`config.mk`:
```
export PLATFORM = sky130hd
export DESIGN_NAME = alu_iter
export DESIGN_NICKNAME = d
export VERILOG_FILES = /design/src/rtl/alu_iter_pkg.sv /design/src/rtl/alu_restoring_div.sv /design/src/rtl/alu_iter.sv
export SDC_FILE = /design/constraint.sdc
export NUM_CORES = 1
export LEC_CHECK = 0
export BUFFER_PORTS_ARGS = -buffer_cell sky130_fd_sc_hd__buf_2
export CAP_MARGIN = 20
export CORE_ASPECT_RATIO = 0.5
export CORE_MARGIN = 1.5
export CORE_UTILIZATION = 40
export CTS_BUF_LIST = sky130_fd_sc_hd__clkbuf_2
export CTS_CLUSTER_DIAMETER = 50
export CTS_CLUSTER_SIZE = 10
export DETAILED_ROUTE_END_ITERATION = 8
export PLACE_DENSITY_LB_ADDON = 0.1
export SYNTH_ARGS = -nofsm -noshare
export SYNTH_HDL_FRONTEND = slang
export SYNTH_HIERARCHICAL = 1
export SYNTH_SLANG_ARGS = --single-unit
```
`constraint.sdc`:
```
create_clock -name clk -period 3.9 [get_ports clk]
set_input_delay 0.195 -clock clk [delete_from_list [all_inputs] [get_ports clk]]
set_output_delay 0.195 -clock clk [all_outputs]
set_load 0.05 [all_outputs]
```
`src/rtl/alu_iter_pkg.sv`:
```
// Package for the iterative ALU.
// Holds the opcode constants shared by the ALU, its controller and the
// benches, the FSM state encoding, and a small opcode classification helper.
package alu_iter_pkg;

    // Opcode encodings carried on ALU_sel
    localparam logic [3:0] ALU_ADD = 4'd0;
    localparam logic [3:0] ALU_SUB = 4'd1;
    localparam logic [3:0] ALU_MUL = 4'd2;
    localparam logic [3:0] ALU_DIV = 4'd3;
    localparam logic [3:0] ALU_OR  = 4'd4;
    localparam logic [3:0] ALU_AND = 4'd5;
    localparam logic [3:0] ALU_LSH = 4'd6;
    localparam logic [3:0] ALU_RSH = 4'd7;
    localparam logic [3:0] ALU_NEG = 4'd8;
    localparam logic [3:0] ALU_MOD = 4'd9;
    localparam logic [3:0] ALU_XOR = 4'd10;

    // Handshake FSM states
    typedef enum logic [1:0] {
        ST_IDLE = 2'd0,
        ST_BUSY = 2'd1,
        ST_DONE = 2'd2
    } alu_state_e;

    // True for the opcodes served by the restoring divider
    function automatic logic op_is_divmod(input logic [3:0] sel);
        return (sel == ALU_DIV) || (sel == ALU_MOD);
    endfunction

endpackage

```
`src/rtl/alu_restoring_div.sv`:
```
// Restoring unsigned divider, one quotient bit per clock.
// The first step is folded into the load edge, so the quotient and
// remainder are final WIDTH-1 edges after the start edge (WIDTH steps total).
// Ports:
//   clk, rst            clock, synchronous active-high reset
//   start               load dividend/divisor and perform the first step
//   dividend, divisor   operands sampled when start=1 (divisor must be non-zero)
//   done                quotient/remainder hold the final result
//   quotient, remainder division result
module alu_restoring_div
    import alu_iter_pkg::*;
#(
    parameter int WIDTH = 32
) (
    input  logic             clk,
    input  logic             rst,
    input  logic             start,
    input  logic [WIDTH-1:0] dividend,
    input  logic [WIDTH-1:0] divisor,
    output logic             done,
    output logic [WIDTH-1:0] quotient,
    output logic [WIDTH-1:0] remainder
);

    localparam int CNT_W = $clog2(WIDTH + 1);

    logic [WIDTH-1:0] rem_q, rem_d;
    logic [WIDTH-1:0] quo_q, quo_d;
    logic [WIDTH-1:0] dvs_q, dvs_d;
    logic [CNT_W-1:0] cnt_q, cnt_d;
    logic             run_q, run_d;

    // One restoring step: shift the next dividend bit into the partial
    // remainder, subtract the divisor when it fits, and shift the quotient bit
    // into the vacated LSB of the dividend register.
    function automatic logic [2*WIDTH-1:0] div_step(
        input logic [WIDTH-1:0] rem,
        input logic [WIDTH-1:0] quo,
        input logic [WIDTH-1:0] dvs
    );
        logic [WIDTH:0] trial;
        trial = {rem, quo[WIDTH-1]};
        if (trial >= {1'b0, dvs}) begin
            trial = trial - {1'b0, dvs};
            return {trial[WIDTH-1:0], quo[WIDTH-2:0], 1'b1};
        end else begin
            return {trial[WIDTH-1:0], quo[WIDTH-2:0], 1'b0};
        end
    endfunction

    // Next-state: load with the first step on start, then step until WIDTH steps are done
    always_comb begin
        rem_d = rem_q;
        quo_d = quo_q;
        dvs_d = dvs_q;
        cnt_d = cnt_q;
        run_d = run_q;
        if (start) begin
            {rem_d, quo_d} = div_step({WIDTH{1'b0}}, dividend, divisor);
            dvs_d          = divisor;
            cnt_d          = CNT_W'(1);
            run_d          = 1'b1;
        end else if (run_q) begin
            {rem_d, quo_d} = div_step(rem_q, quo_q, dvs_q);
            cnt_d          = cnt_q + CNT_W'(1);
            run_d          = ((cnt_q + CNT_W'(1)) != CNT_W'(WIDTH));
        end else begin
            run_d = 1'b0;
        end
    end

    // Divider state registers
    always_ff @(posedge clk) begin
        if (rst) begin
            rem_q <= '0;
            quo_q <= '0;
            dvs_q <= '0;
            cnt_q <= '0;
            run_q <= 1'b0;
        end else begin
            rem_q <= rem_d;
            quo_q <= quo_d;
            dvs_q <= dvs_d;
            cnt_q <= cnt_d;
            run_q <= run_d;
        end
    end

    assign done      = !run_q && (cnt_q == CNT_W'(WIDTH));
    assign quotient  = quo_q;
    assign remainder = rem_q;

endmodule

```
`src/rtl/alu_iter.sv`:
```
// Iterative ALU for the axis_cpu datapath.
// Single-cycle logic/add/shift ops, iterative DIV/MOD (restoring divider) and
// MUL (shift-add, or single-cycle when ITER_MUL=0), a held result register and
// an ALU_rdy/ALU_vld/ALU_ack handshake. Compare flags are combinational on A/B.
// Ports:
//   clk, rst         clock, synchronous active-high reset
//   A, B             operands (captured at accept)
//   ALU_sel          opcode (see alu_iter_pkg)
//   ALU_en           start request, taken when ALU_rdy=1
//   ALU_rdy          a new op can be accepted this cycle
//   ALU_out          result, stable while ALU_vld=1
//   ALU_vld          result valid
//   ALU_ack          consumer takes the result when ALU_vld & ALU_ack
//   div_by_zero      result came from DIV/MOD with B=0
//   set, eq, gt, ge  |(A&B), A==B, A>B, A>=B on the live operands
module alu_iter
    import alu_iter_pkg::*;
#(
    parameter int WIDTH      = 32,
    parameter int ITER_MUL   = 1,
    parameter int SIGNED_CMP = 0
) (
    input  logic             clk,
    input  logic             rst,
    input  logic [WIDTH-1:0] A,
    input  logic [WIDTH-1:0] B,
    input  logic [3:0]       ALU_sel,
    input  logic             ALU_en,
    output logic             ALU_rdy,
    output logic [WIDTH-1:0] ALU_out,
    output logic             ALU_vld,
    input  logic             ALU_ack,
    output logic             div_by_zero,
    output logic             set,
    output logic             eq,
    output logic             gt,
    output logic             ge
);

    localparam int SH_W  = $clog2(WIDTH);
    localparam int CNT_W = $clog2(WIDTH);

    typedef logic [WIDTH-1:0] word_t;
    localparam word_t WIDTH_V = word_t'(WIDTH);

    alu_state_e state_q, state_d;

    word_t            out_q, out_d;
    logic             dbz_q, dbz_d;
    logic [CNT_W-1:0] cnt_q, cnt_d;
    logic             op_mul_q, op_mul_d;
    logic             op_div_q, op_div_d;
    word_t            mul_acc_q, mul_acc_d;
    word_t            mul_a_q, mul_a_d;
    word_t            mul_b_q, mul_b_d;

    logic  accept_s;
    logic  is_divmod_s;
    logic  is_mul_s;
    logic  b_zero_s;
    logic  iter_s;
    logic  busy_last_s;
    logic  iter_done_s;
    logic  shift_big_s;
    word_t prod_s;
    word_t single_s;
    logic  div_start_s;
    logic  div_done_s;
    word_t div_quo_s;
    word_t div_rem_s;

    assign accept_s    = ALU_en & ALU_rdy;
    assign is_divmod_s = op_is_divmod(ALU_sel);
    assign is_mul_s    = (ALU_sel == ALU_MUL);
    assign b_zero_s    = (B == '0);
    // Divide-by-zero short-circuits to a single-cycle result
    assign iter_s      = (is_divmod_s & !b_zero_s) | (is_mul_s & (ITER_MUL != 0));
    assign div_start_s = accept_s & is_divmod_s & !b_zero_s;
    assign busy_last_s = (cnt_q == CNT_W'(WIDTH - 1));
    // The divider finishes on the same cycle the counter reaches WIDTH-1
    assign iter_done_s = busy_last_s & (op_mul_q | div_done_s);
    assign shift_big_s = (B >= WIDTH_V);
    assign prod_s      = A * B;

    alu_restoring_div #(
        .WIDTH(WIDTH)
    ) u_div (
        .clk      (clk),
        .rst      (rst),
        .start    (div_start_s),
        .dividend (A),
        .divisor  (B),
        .done     (div_done_s),
        .quotient (div_quo_s),
        .remainder(div_rem_s)
    );

    // Single-cycle result mux on the live operands
    always_comb begin
        single_s = '0;
        case (ALU_sel)
            ALU_ADD: single_s = A + B;
            ALU_SUB: single_s = A - B;
            ALU_MUL: single_s = (ITER_MUL != 0) ? '0 : prod_s;
            ALU_DIV: single_s = '0;
            ALU_MOD: single_s = '0;
            ALU_OR:  single_s = A | B;
            ALU_AND: single_s = A & B;
            ALU_LSH: single_s = shift_big_s ? '0 : (A << B[SH_W-1:0]);
            ALU_RSH: single_s = shift_big_s ? '0 : (A >> B[SH_W-1:0]);
            ALU_NEG: single_s = '0 - A;
            ALU_XOR: single_s = A ^ B;
            default: single_s = '0;
        endcase
    end

    // FSM state register
    always_ff @(posedge clk) begin
        if (rst) begin
            state_q <= ST_IDLE;
        end else begin
            state_q <= state_d;
        end
    end

    // FSM next-state logic
    always_comb begin
        state_d = state_q;
        case (state_q)
            ST_IDLE: begin
                if (accept_s) begin
                    state_d = iter_s ? ST_BUSY : ST_DONE;
                end else begin
                    state_d = ST_IDLE;
                end
            end
            ST_BUSY: begin
                if (iter_done_s) begin
                    state_d = ST_DONE;
                end else begin
                    state_d = ST_BUSY;
                end
            end
            ST_DONE: begin
                if (accept_s) begin
                    state_d = iter_s ? ST_BUSY : ST_DONE;
                end else if (ALU_ack) begin
                    state_d = ST_IDLE;
                end else begin
                    state_d = ST_DONE;
                end
            end
            default: state_d = ST_IDLE;
        endcase
    end

    // FSM outputs: ready for a new op and result-valid
    always_comb begin
        ALU_rdy = 1'b0;
        ALU_vld = 1'b0;
        case (state_q)
            ST_IDLE: ALU_rdy = !rst;
            ST_BUSY: ALU_rdy = 1'b0;
            ST_DONE: begin
                ALU_rdy = !rst & ALU_ack;
                ALU_vld = 1'b1;
            end
            default: ALU_rdy = 1'b0;
        endcase
    end

    // Datapath next-state: result capture, iteration counter, shift-add multiplier
    always_comb begin
        out_d     = out_q;
        dbz_d     = dbz_q;
        cnt_d     = cnt_q;
        op_mul_d  = op_mul_q;
        op_div_d  = op_div_q;
        mul_acc_d = mul_acc_q;
        mul_a_d   = mul_a_q;
        mul_b_d   = mul_b_q;
        if (accept_s) begin
            op_mul_d  = is_mul_s;
            op_div_d  = (ALU_sel == ALU_DIV);
            cnt_d     = '0;
            // First multiplier bit is consumed at accept, like the divider's first step
            mul_acc_d = B[0] ? A : '0;
            mul_a_d   = {A[WIDTH-2:0], 1'b0};
            mul_b_d   = {1'b0, B[WIDTH-1:1]};
            if (!iter_s) begin
                out_d = single_s;
                dbz_d = is_divmod_s & b_zero_s;
            end else begin
                out_d = out_q;
            end
        end else if (state_q == ST_BUSY) begin
            cnt_d     = cnt_q + CNT_W'(1);
            mul_acc_d = mul_acc_q + (mul_b_q[0] ? mul_a_q : '0);
            mul_a_d   = {mul_a_q[WIDTH-2:0], 1'b0};
            mul_b_d   = {1'b0, mul_b_q[WIDTH-1:1]};
            if (iter_done_s) begin
                out_d = op_mul_q ? mul_acc_q : (op_div_q ? div_quo_s : div_rem_s);
                dbz_d = 1'b0;
            end else begin
                out_d = out_q;
            end
        end else begin
            out_d = out_q;
        end
    end

    // Datapath registers
    always_ff @(posedge clk) begin
        if (rst) begin
            out_q     <= '0;
            dbz_q     <= 1'b0;
            cnt_q     <= '0;
            op_mul_q  <= 1'b0;
            op_div_q  <= 1'b0;
            mul_acc_q <= '0;
            mul_a_q   <= '0;
            mul_b_q   <= '0;
        end else begin
            out_q     <= out_d;
            dbz_q     <= dbz_d;
            cnt_q     <= cnt_d;
            op_mul_q  <= op_mul_d;
            op_div_q  <= op_div_d;
            mul_acc_q <= mul_acc_d;
            mul_a_q   <= mul_a_d;
            mul_b_q   <= mul_b_d;
        end
    end

    assign ALU_out     = out_q;
    assign div_by_zero = dbz_q;

    // Branch flags on the live operands
    assign set = |(A & B);
    assign eq  = (A == B);
    assign gt  = (SIGNED_CMP != 0) ? ($signed(A) >  $signed(B)) : (A >  B);
    assign ge  = (SIGNED_CMP != 0) ? ($signed(A) >= $signed(B)) : (A >= B);

endmodule

```
==> results of run 1 <==
-- area by class of cell --
| cell class | count | share of cell area |
|---|---|---|
| Multi-Input combinational cell | 2564 | 0.645 |
| Sequential cell | 239 | 0.174 |
| Timing Repair Buffer | 405 | 0.111 |
| Tap cell | 812 | 0.0370 |
| Inverter | 160 | 0.0219 |
| Clock buffer | 40 | 0.00729 |
| Clock inverter | 12 | 0.00296 |
| Antenna cell | 9 | 0.000820 |
-- cells in the final DEF, fill, tap and decap left out, types with 19 or more instances in the layout --
cell           instances
nor2_1               343
nand2b_1              20
xor2_1                29
nor3_1                89
dlygate4sd3_1         84
mux4_2                45
xnor2_1               60
a22oi_1               86
or4_1                 20
a21oi_1              349
o21ai_0              167
inv_1                152
a31oi_1               37
o211ai_1              27
ha_1                 184
or3_1                 22
nand4_1               33
and2_1                42
nor4_1                39
buf_4                207
o21bai_1              24
a21o_1                31
o21ai_1               19
mux2i_1              152
o31ai_1               22
buf_2                106
mux2_2                19
o221ai_1              19
nand2_1              253
a211oi_1              46
o22ai_1               23
a221oi_1              42
dfxtp_1              236
clkbuf_2              40
nand3_1               66
-- power breakdown --
group	internal, mW	switching, mW	total, mW
Sequential	2.57	0.143	2.71
Clock	0.306	1.12	1.43
Combinational	1.40	2.55	3.94
Total	4.27	3.81	8.08
-- cell families after synthesis --
group	count (synthesis)
xor gates and xnor gates	89
and+or+nand+nor	1028
buffers and inverters	421
muxes	218
AOI/OAI and AO/OA	1041
DFF	239
adders and majority gates	188
-- worst reg2reg max path: stages (launching register included) --
cell and delay, ns:
dfxtp_1 0.44, inv_1 0.06, ha_1 0.18, nor4b_1 0.16
o21ai_0 0.59, nor2_1 0.16, a21oi_1 0.35, or2_1 0.55
buf_4 0.28, a32oi_1 0.07, dlygate4sd3_1 0.58, nor2_1 0.09
-- per-stage QoR --
step	util	setup TNS, ns	total power, mW	instance area [um^2]
2_1_floorplan	-	-0.0228	5.15	24100
3_3_place_gp	0.443	-0.155	6.51	26300
3_5_place_dp	0.443	-0.185	6.49	26300
4_1_cts	0.462	0	7.98	27400
5_1_grt	0.463	-0.0110	8.45	27500
6_report	0.463	0	8.08	27500
-- registers in the layout (all words and copies together) (netlist names) --
signal,flops
ALU_out,32
cnt_q,5
div_by_zero,1
mul_a_q,31
mul_acc_q,32
mul_b_q,31
op_div_q,1
op_mul_q,1
state_q,2
u_div/cnt_q,6
u_div/dvs_q,32
u_div/quotient,32
u_div/remainder,32
u_div/run_q,1
-- routing by layer --
metal	routed length [um]	GRT usage	vias to the layer above
li1	-	-	12210
met1	54800	0.561	13402
met2	48500	0.535	1509
met3	15900	0.119	185
met4	2760	0.0861	0
met5	0	0	-
-- final timing paths --
kind / endpoint
worst max-delay path: gt
worst min-delay path: u_div/dvs_q[1]
worst max register to register: div_by_zero
worst min register to register: mul_b_q[16]
-- what timing repair did --
action / in CTS / in global routing
hold endpoints to repair: 195 / 0
hold buffers: 84 / 0
endpoints found under the setup margin: 0 / 3
gates resized for setup: 0 / 5
==> impl_metrics.env, run 1 <==
export IMPL_yosys_warnings=6
export IMPL_drc=7
export IMPL_synth_common_cells="a21oi_1 (350), nor2_1 (347), nand2_1 (254)"
export IMPL_min_period_ns=3.76
export IMPL_numCtsBuffers=34
export IMPL_syn_num_nets=3484
export IMPL_ys_ff_latch=239
export IMPL_finalHoldViolCount=0
export IMPL_antenna_found_initial=8
export IMPL_async_flop_share=0
export IMPL_power_density_nw_per_um2=294
export IMPL_cp_depth=14
export IMPL_dp_cells=4095
export IMPL_grt_max_degree=154
export IMPL_timing_rr_start="u_div/cnt_q[0]"
export IMPL_cts_tree="yes"
export IMPL_multi_input_area_um2=17700
export IMPL_cp_required_ns=3.70
export IMPL_hp_start="B[1]"
export IMPL_timing_hold_ws_ns=0.0814
export IMPL_synth_xor_area_share=0.0324
export IMPL_clockBufferDepth=3
export IMPL_ff_latch_area_um2=4790
export IMPL_crit_fanout=6
export IMPL_synth_simple_area_share=0.204
export IMPL_grt_pass1_vias=24984
export IMPL_synth_compound_area_share=0.281
export IMPL_slowest_stage="dlygate4sd3_1"
export IMPL_run_status="finished, violations left"
export IMPL_syn_inst=3224
export IMPL_wirelength_mm=122
export IMPL_skew_ns=0.153
export IMPL_die_h_um=176
export IMPL_path_common_cell="a21oi_1"
export IMPL_crit_type="input port to output port"
export IMPL_cp_cell_sequence="dlygate4sd3_1 > buf_2 > inv_1 > ha_1 > inv_1 > a21oi_1 > o21ai_0 > a21oi_1 > o21ai_0 > a211oi_2 > o41ai_1 > a21oi_1 > nor2_2 > buf_2"
export IMPL_synth_adder_area_share=0.0990
export IMPL_hold_path_class="input port to register"
export IMPL_postSynthAreaPerCell_um2=7.47
export IMPL_ios=111
export IMPL_worstPathArrival_ns=3.56
export IMPL_tightest_slew_ns=1.06
export IMPL_clock_fmax_ghz=0.266
export IMPL_clockRootBuffer="clkbuf_2"
export IMPL_core_um2=59400
export IMPL_slew_headroom=0.286
export IMPL_fin_nets=3664
export IMPL_peakVddDrop_v=0.000359
export IMPL_dp_hpwl_mm=92.0
export IMPL_fin_ws_ns=0.141
export IMPL_crit_buf_inv=5
export IMPL_ys_seq_area_frac=0.199
export IMPL_synth_top_cell_area_share=0.199
export IMPL_yosys_area_top_type="dfxtp_1"
export IMPL_track_usage=0.382
export IMPL_reg2reg_depth=11
export IMPL_drive_gt1_frac=0.149
export IMPL_drt_iter0_markers=3703
export IMPL_firstDrtPassIters=9
export IMPL_synth_edf_count=0
export IMPL_synth_top_family_by_area="compound AO/OA/AOI/OAI gates"
export IMPL_clkLatencyLatePin_ns=1.08
export IMPL_layout_cells_non_filler=4241
export IMPL_viasPerCell=6.44
export IMPL_num_rows=63
export IMPL_dieArea_um2=61800
export IMPL_critPathTopFamily="compound AO/OA/AOI/OAI gates"
export IMPL_fillCellCount=6172
export IMPL_gr_total_overflow=0
export IMPL_grt_pass1_wl_mm=174
export IMPL_cts_clk_slew_worst_paths_ns=0.19
export IMPL_cts_setup_buffers=0
export IMPL_min_path_cells=5
export IMPL_initial_core_util=0.406
export IMPL_ys_flop_type="dfxtp_1"
export IMPL_synth_cell_types=103
export IMPL_failed_checks="DRC"
export IMPL_yosysMostFrequentCell="a21oi_1"
export IMPL_setup_worst_path_end_class="output port"
export IMPL_vias=27306
export IMPL_dp_slack_ns=-0.185
export IMPL_slew_viol_final=0
export IMPL_place_congestion=0.986
export IMPL_power_leakage_nw=10.8
export IMPL_critical_path_max_stage_delay_ns=0.53
export IMPL_wl_per_cell_um=28.8
export IMPL_post_route_period_util=0.964
export IMPL_portBuffers=110
export IMPL_ant_nets=0
export IMPL_die_w_um=350
export IMPL_cts_num_sinks=239
export IMPL_setup_viol=0
export IMPL_synthMuxAreaShare=0.115
export IMPL_yosys_top_cells_area="dfxtp_1 (20%), ha_1 (9.6%), a21oi_1 (7.3%)"
export IMPL_max_cap_violations=0
export IMPL_worst_r2r_setup_slack_ns=0.47
export IMPL_htreeDepth=2
export IMPL_cp_start_kind="input port"
export IMPL_cp_startpoint="B[17]"
export IMPL_area_growth_pct=14.1
export IMPL_syn_area_um2=24100
Note: power is estimated with default switching activity, not from simulation.
==> inputs of run 2 (changes only) <==
--- a/config.mk
+++ b/config.mk
@@ -15,6 +15,7 @@
 export CTS_CLUSTER_SIZE = 10
 export DETAILED_ROUTE_END_ITERATION = 8
 export PLACE_DENSITY_LB_ADDON = 0.1
+export RECOVER_POWER = 50
 export SYNTH_ARGS = -nofsm -noshare
 export SYNTH_HDL_FRONTEND = slang
 export SYNTH_HIERARCHICAL = 1
==> impl_metrics.env, run 2 (synthesized netlist as in run 1, its figures left out) <==
export IMPL_slew_headroom=-0.207
export IMPL_post_route_period_util=0.986
export IMPL_slowest_stage="nor4_1"
export IMPL_wirelength_mm=122
export IMPL_core_um2=59400
export IMPL_tightest_slew_ns=1.81
export IMPL_setup_worst_path_end_class="register"
export IMPL_grt_max_degree=154
export IMPL_drt_iter0_markers=3497
export IMPL_dp_slack_ns=-0.185
export IMPL_min_period_ns=3.85
export IMPL_timing_hold_ws_ns=0.0604
export IMPL_track_usage=0.382
export IMPL_hold_path_class="input port to register"
export IMPL_die_w_um=350
export IMPL_fin_ws_ns=0.0528
export IMPL_firstDrtPassIters=8
export IMPL_run_status="finished, violations left"
export IMPL_path_common_cell="clkbuf_1"
export IMPL_cts_tree="yes"
export IMPL_antenna_found_initial=8
export IMPL_portBuffers=110
export IMPL_fin_area_um2=27400
export IMPL_total_power_mw=8.07
export IMPL_num_rows=63
export IMPL_dieArea_um2=61800
export IMPL_p_sw_mw=3.81
export IMPL_cp_cell_sequence="clkbuf_1 > dlygate4sd3_1 > clkbuf_1 > nor4_1 > nand3_1 > or4b_1 > and2_0 > buf_4 > clkbuf_2 > or2_2 > nor2_1 > nand2_1 > o21ai_0"
export IMPL_setup_viol=0
export IMPL_clockRootBuffer="clkbuf_2"
export IMPL_cts_clk_slew_worst_paths_ns=0.19
export IMPL_cp_start_kind="input port"
export IMPL_viasPerCell=6.45
export IMPL_power_leakage_nw=10.7
export IMPL_skew_ns=0.147
export IMPL_power_density_nw_per_um2=295
export IMPL_sequentialPowerShare=0.336
export IMPL_wl_per_cell_um=28.7
export IMPL_slew_viol_final=52
export IMPL_final_common_cell="a21oi_1"
export IMPL_die_h_um=176
export IMPL_postLayoutCoreUtil=0.461
export IMPL_worstPathArrival_ns=4.73
export IMPL_grt_pass1_vias=24984
export IMPL_clock_fmax_ghz=0.260
export IMPL_ant_nets=0
export IMPL_ios=111
export IMPL_htreeDepth=2
export IMPL_gr_total_overflow=0
export IMPL_fin_nets=3664
export IMPL_grt_pass1_wl_mm=174
export IMPL_critical_path_max_stage_delay_ns=0.86
export IMPL_p_comb_frac=0.488
export IMPL_crit_type="input port to register"
export IMPL_clkLatencyLatePin_ns=1.08
export IMPL_cts_setup_buffers=0
export IMPL_failed_checks="capacitance limit, slew limit"
export IMPL_clockBufferDepth=3
export IMPL_dp_hpwl_mm=92.0
export IMPL_power_share_clock=0.177
export IMPL_postPlaceCellArea_um2=26300
export IMPL_layout_common_cells="a21oi_1 (349), nor2_1 (343), nand2_1 (253)"
export IMPL_drc=0
export IMPL_area_growth_pct=13.8
export IMPL_fillCellCount=6198
export IMPL_crit_fanout=24
export IMPL_max_cap_violations=2
export IMPL_initial_core_util=0.406
export IMPL_drive_gt1_frac=0.137
export IMPL_cp_required_ns=4.79
export IMPL_swShare=0.472
export IMPL_peakVddDrop_v=0.000359
export IMPL_place_congestion=0.986
export IMPL_power_internal_mw=4.26
export IMPL_finalHoldViolCount=0
export IMPL_vias=27361
export IMPL_numCtsBuffers=34
export IMPL_cts_num_sinks=239
==> run 2: changes by cell type in the layout (fill, tap and decap cells not counted), moves of 2 or more <==
cell      change
and2_0        +2
clkbuf_1     +41
clkbuf_2      +2
buf_2        -36
buf_4         -7
==> run 2: per-stage QoR <==
stage / TNS [ns] / instances
after floorplan: -0.0228 / 3224
after detailed placement: -0.185 / 4095
final: 0 / 4242
after global routing: -0.0110 / 4237
after global placement: -0.155 / 4095
after CTS: 0 / 4231
==> run 2: final cells by class <==
class / count / area (um^2) / area share
inverters: 160 / 601 / 0.0219
repair buffers: 405 / 2980 / 0.109
clock buffers: 40 / 200 / 0.00731
flip-flops and latches: 239 / 4790 / 0.175
diodes: 10 / 25.0 / 0.000914
well taps: 812 / 1020 / 0.0371
multi-input cells: 2564 / 17700 / 0.646
clock inverters: 12 / 81.3 / 0.00297
==> run 2: per-layer routing <==
metal,share of wire,vias to the layer above,global-route usage,routed length [um]
li1,-,12229,-,-
met1,0.45,13380,0.561,54800
met2,0.40,1542,0.535,48200
met3,0.13,208,0.119,15900
met4,0.025,2,0.0861,3020
met5,0.00011,-,0,13
==> run 2: power by group through the flow <==
stage | sequential [mW] | clock [mW] | combinational (mW)
floorplan | 2.76 | 0 | 2.39
detailed placement | 2.75 | 0 | 3.74
global placement | 2.75 | 0 | 3.76
finish | 2.71 | 1.43 | 3.93
global route | 2.72 | 1.54 | 4.17
CTS | 2.70 | 1.45 | 3.82
==> run 2: worst max-delay path, delay by kind of cell <==
family,cells,cell delay (ns)
AOI/OAI and AO/OA,1,0.13
and+or+nand+nor,7,2.84
buffers and inverters,5,1.54
==> run 2: worst paths after layout <==
kind	startpoint	slack, ns	cells after the start	end
worst min register to register	mul_b_q[16]	0.46	2	mul_b_q[16]
worst max register to register	state_q[1]	0.31	10	u_div/remainder[21]
worst min-delay path	B[1]	0.06	5	u_div/dvs_q[1]
worst max-delay path	B[14]	0.05	13	u_div/remainder[28]
==> run 2: repair_timing <==
item	in CTS	in global routing
gates resized for setup	0	5
hold buffers	84	0
endpoints found under the hold margin	195	0
setup endpoints to repair	0	3
